===== config.mk =====
export PLATFORM = sky130hd
export DESIGN_NAME = alu_seq_addsub
export DESIGN_NICKNAME = d
export VERILOG_FILES = /design/src/rtl/alu_seq_addsub.sv
export SDC_FILE = /design/constraint.sdc
export NUM_CORES = 1
export LEC_CHECK = 0
export ABC_CLOCK_PERIOD_IN_PS = 7400
export CAP_MARGIN = 20
export CORE_ASPECT_RATIO = 0.5
export CORE_MARGIN = 5
export CORE_UTILIZATION = 52
export CTS_CLUSTER_DIAMETER = 30
export DETAILED_ROUTE_END_ITERATION = 10
export PLACE_DENSITY = 0.81
export SYNTH_ARGS = -nofsm -noshare
export SYNTH_HDL_FRONTEND = slang
export SYNTH_SLANG_ARGS = --single-unit

===== constraint.sdc =====
create_clock -name clk -period 7.4 [get_ports clk]
set_input_delay 2.22 -clock clk [delete_from_list [all_inputs] [get_ports clk]]
set_output_delay 2.22 -clock clk [all_outputs]
set_load 0.01 [all_outputs]

===== src/rtl/alu_seq_addsub.sv =====
// Multi-cycle Y86 execute unit: add/sub/and/xor on WIDTH-bit operands,
// one SLICE-bit chunk per clock with a registered carry between chunks.
// Valid/ready on both sides; holds the Y86 condition codes ZF/SF/OF.
module alu_seq_addsub #(
  parameter int WIDTH = 64,
  parameter int SLICE = 16
) (
  input  logic                    clk,
  input  logic                    rst,
  input  logic                    in_valid,
  output logic                    in_ready,
  input  logic [1:0]              alu_fun,
  input  logic signed [WIDTH-1:0] a,
  input  logic signed [WIDTH-1:0] b,
  input  logic                    set_cc,
  output logic                    out_valid,
  input  logic                    out_ready,
  output logic signed [WIDTH-1:0] result,
  output logic                    overflow,
  output logic                    zf,
  output logic                    sf,
  output logic                    of
);

  localparam int NSLICE = WIDTH / SLICE;
  localparam int IDX_W  = (NSLICE > 1) ? $clog2(NSLICE) : 1;

  localparam logic [1:0] FUN_ADD = 2'd0;
  localparam logic [1:0] FUN_SUB = 2'd1;
  localparam logic [1:0] FUN_AND = 2'd2;
  localparam logic [1:0] FUN_XOR = 2'd3;

  typedef enum logic [1:0] {IDLE, CALC, DONE} state_t;

  state_t                  state;
  logic signed [WIDTH-1:0] a_q;
  logic signed [WIDTH-1:0] b_q;      // holds ~b for sub
  logic [1:0]              fun_q;
  logic                    setcc_q;
  logic                    carry;
  logic [IDX_W-1:0]        idx;

  logic [SLICE-1:0]        a_s;
  logic [SLICE-1:0]        b_s;
  logic [SLICE:0]          sum_s;
  logic [SLICE-1:0]        r_s;
  logic                    c_s;
  logic                    last;

  // Signed overflow from operand/result sign bits. For sub, b_q already
  // holds ~b, so "a sign == stored b sign" is the same as "a sign != b sign".
  function automatic logic signed_ovf(input logic [1:0] fun, input logic a_msb,
                                      input logic bq_msb, input logic r_msb);
    return ((fun == FUN_ADD) || (fun == FUN_SUB)) &&
           (a_msb == bq_msb) && (r_msb != a_msb);
  endfunction

  assign in_ready = (state == IDLE) && !rst;

  // Select the current slice and compute its result and carry-out.
  always_comb begin
    a_s = '0;
    b_s = '0;
    for (int i = 0; i < NSLICE; i++) begin
      if (idx == IDX_W'(i)) begin
        a_s = a_q[i*SLICE +: SLICE];
        b_s = b_q[i*SLICE +: SLICE];
      end
    end
    sum_s = {1'b0, a_s} + {1'b0, b_s} + {{SLICE{1'b0}}, carry};
    r_s   = sum_s[SLICE-1:0];
    c_s   = sum_s[SLICE];
    case (fun_q)
      FUN_AND: begin r_s = a_s & b_s; c_s = 1'b0; end
      FUN_XOR: begin r_s = a_s ^ b_s; c_s = 1'b0; end
      default: ;
    endcase
    last = (idx == IDX_W'(NSLICE - 1));
  end

  // Control FSM, slice write-back and condition-code register.
  always_ff @(posedge clk) begin
    if (rst) begin
      state     <= IDLE;
      result    <= '0;
      overflow  <= 1'b0;
      out_valid <= 1'b0;
      zf        <= 1'b1;
      sf        <= 1'b0;
      of        <= 1'b0;
      idx       <= '0;
      carry     <= 1'b0;
      fun_q     <= FUN_ADD;
      setcc_q   <= 1'b0;
    end else begin
      case (state)
        IDLE: begin
          if (in_valid) begin
            a_q     <= a;
            b_q     <= (alu_fun == FUN_SUB) ? ~b : b;
            fun_q   <= alu_fun;
            setcc_q <= set_cc;
            carry   <= (alu_fun == FUN_SUB);
            idx     <= '0;
            state   <= CALC;
          end
        end
        CALC: begin
          for (int i = 0; i < NSLICE; i++) begin
            if (idx == IDX_W'(i)) result[i*SLICE +: SLICE] <= r_s;
          end
          carry <= c_s;
          if (last) begin
            idx       <= '0;
            state     <= DONE;
            out_valid <= 1'b1;
            overflow  <= signed_ovf(fun_q, a_q[WIDTH-1], b_q[WIDTH-1], r_s[SLICE-1]);
          end else begin
            idx <= idx + 1'b1;
          end
        end
        DONE: begin
          if (out_ready) begin
            out_valid <= 1'b0;
            state     <= IDLE;
            if (setcc_q) begin
              zf <= (result == '0);
              sf <= result[WIDTH-1];
              of <= overflow;
            end
          end
        end
        default: state <= IDLE;
      endcase
    end
  end

endmodule


==> flow_summary.ini <==
[pwr]
p_sw_uw = 907
powerDensity_mw_per_mm2 = 254
p_comb_share_pct = 19.3
power.internal_mw = 2.36
power_mw = 3.26
swShare_pct = 27.8
p_clk_share_pct = 40.8
p_leak_nw = 4.52
peakVddDrop_uv = 162
pwr-share-seq_pct = 39.9

[cts]
clock_latency_ps = 520
cts_resized = 0
postCtsSetupBuffers = 0
cts_max_level = 1
cts_buffer_depth = 3
postCtsHoldBufs = 0
clk_pin_slew_worst_paths_ps = 60
cts_root_buffer = clkbuf_16
cts_tree = yes
clock-sinks = 205
numCtsBuffers = 28

[route]
ant_nets = 0
viasPerCell = 5.60
routedWlPerCell_um = 18.7
first_pass_iters = 5
drt_wl_total_um = 26100
drt_iter0_markers = 570
vias = 7813
drc = 0

[timing]
skew_ps = 10.6
drv_slew = 0
worst_slack_ps = 2010
finalSetupViolCount = 0
rsz0062_at_grt = no
setup_tns_ps = 0
worst_pin_slew_ps = 996
fin_crit_ps = 5390
finalCritPeriodShare_pct = 72.8
max_freq_mhz = 186
max-slew-margin-rel_pct = 32.7
hold_viol = 0

[setup_path]
r2r_slack_ps = 2720
worstReg2RegEnd = result[24]
start_kind = primary input
cp_top_family = buffers and inverters
r2r_start = idx[0]
crit_type = in2out
crit_arrival_ps = 3170
crit_path_end_kind = primary output
cpMaxStageDelayCell = clkdlybuf4s50_1
worstRegToRegCells = 17
critPathBufInv = 2
slowest_delay_ps = 600
crit_chain = buf_2 > nor3_1 > clkdlybuf4s50_1
cp_max_fo = 2
cp.required_ps = 5180

[die]
initial_core_util_pct = 52.9
row_count = 35
die_w_um = 203
fp.dieH_um = 107
dieArea_mm2 = 0.0217
io_pins = 205
core_area_mm2 = 0.0184

[layout]
stdcell_area_mm2 = 0.0128
diodes = 0
final_core_util_pct = 69.7
final_nets = 1292
drive_gt1_share_pct = 7.18
synthToLayoutAreaGrowth_pct = 31.9

[synth]
yosys.area.top_type_share_pct = 39.5
synth_edf_count = 128
ys_ff_latch = 205
yosys_warnings = 0
synthCells = 958
synthFlopType = edfxtp_1
synth.largest_area_cell = edfxtp_1
syn_nets = 1115
synth-seq-area-share_pct = 55.4
synth.area.top_cells = edfxtp_1 40%, dfxtp_1 16%, xnor2_1 6.0%
syn_area_mm2 = 0.00972
yosysUniqueCellTypes = 62
syn-mean-instance-area_um2 = 10.1
async_flop_share_pct = 0

[placement]
postPlaceCellArea_mm2 = 0.0119
place.gp.congestion = 0.862
numPortBuffers = 204
pre_cts_slack_ps = 2070
dp.final_hpwl_um = 18700

[worst_hold_path]
holdPathStages = 2
hold_class = reg2reg
hp-start = result[16]
worstHoldEndpoint = result[16]

[run_status]
status = finished, final reports clean

[grt]
grt-ovfl-total = 0
antenna_found_initial = 0
grt_use_total_pct = 23.3
grt_pass1_wl_um = 40600
grt_pass1_vias = 7587
grt_max_degree = 88

[job]
maxCapViolCount = 0
[placed cells by master (no fill, tap or decap), types with 3 or more instances in the layout]
cell	n
clkinv_2	5
nand3b_1	13
mux2i_1	13
a211oi_1	35
a21o_1	4
clkdlybuf4s50_1	203
clkinv_4	3
inv_1	9
nand2_1	119
nor2b_1	8
edfxtp_1	128
a311oi_1	4
nand4_1	6
a31oi_1	4
dfxtp_1	77
clkinvlp_4	3
buf_4	9
nand3_1	4
ha_2	3
a21oi_1	99
mux2_2	6
inv_6	3
clkbuf_16	30
nor3_1	12
o21ai_0	57
nor2_1	125
a22oi_1	4
xnor2_1	67
ha_1	17
o41ai_1	7
and2_1	5
nor4_1	16
[area by class of cell]
cell class                 count  area (um^2)
multi-input combinational    678         4060
timing repair buffer         213         2100
tap                          240          300
sequential                   205         5390
clock inverter                20          193
inverter                       9         33.8
clock buffer                  31          754
fill                        1341         5560
[cell usage after synthesis, drive strengths merged, types with 2 or more instances]
master,count
o21ai,60
o21bai,2
nand3b,13
buf,25
or4,2
nand2,119
fa,2
edfxtp,128
xor2,2
ha,20
o41ai,8
nor2b,8
nand3,4
o21a,3
a211oi,36
and3b,2
a311oi,4
nor4,16
a221oi,3
clkbuf,41
nor3,13
or3,2
a31oi,4
a21o,6
nand4,6
inv,9
mux2,7
mux2i,13
a22oi,4
nor3b,2
o211ai,2
dfxtp,77
nor2,126
and4,2
xnor2,67
and2,6
a21oi,101
[per-stage QoR]
stage / hold WS, ps / std cells
after floorplan: 460 / 958
after global placement: 459 / 1345
after detailed placement: 463 / 1345
after CTS: 471 / 1396
after global routing: 491 / 1396
final: 470 / 1396
[kinds of logic (layout without fill, tap and decap cells)]
family | Yosys count | in the layout | share of synthesized area, %
and+or+nand+nor | 325 | 325 | 14.9
AOI/OAI and AO/OA | 242 | 242 | 15.2
DFF | 205 | 205 | 55.4
buffers and inverters | 75 | 273 | 3.06
xor gates and xnor gates | 69 | 69 | 6.22
adders and majority gates | 22 | 22 | 2.99
muxes | 20 | 20 | 2.19
[tightest hold or removal path: stages, from the launching register on]
cell and delay (ps):
dfxtp_1 320, nand2_1 50, a21oi_1 50
[worst max path at each step]
stage / from / to / depth (start not counted)
after floorplan: rst / a_q[0] / 3
after global placement: rst / in_ready / 3
after detailed placement: rst / in_ready / 3
after CTS: rst / in_ready / 3
after global routing: rst / in_ready / 3
final: rst / in_ready / 3
[registers in the layout (all words and copies together) (netlist names), 2 cells and up]
register  flops
fun_q         2
state         2
b_q          64
result       64
a_q          64
idx           2
[power by group through the flow]
stage | logic, mW | clock network [mW] | registers (mW)
global placement | 0.601 | 0 | 1.32
floorplan | 0.378 | 0 | 1.33
global route | 0.684 | 1.41 | 1.31
detailed placement | 0.616 | 0 | 1.33
CTS | 0.624 | 1.35 | 1.30
finish | 0.629 | 1.33 | 1.30
[metal layers]
metal | vias up | track usage (%) | wire [um]
met5 | - | 0 | 0
met4 | 0 | 5.48 | 538
met3 | 43 | 3.66 | 1690
met2 | 274 | 36.7 | 12000
met1 | 3685 | 34.2 | 11900
li1 | 3811 | - | -
Power figures use the tool's default switching activity.
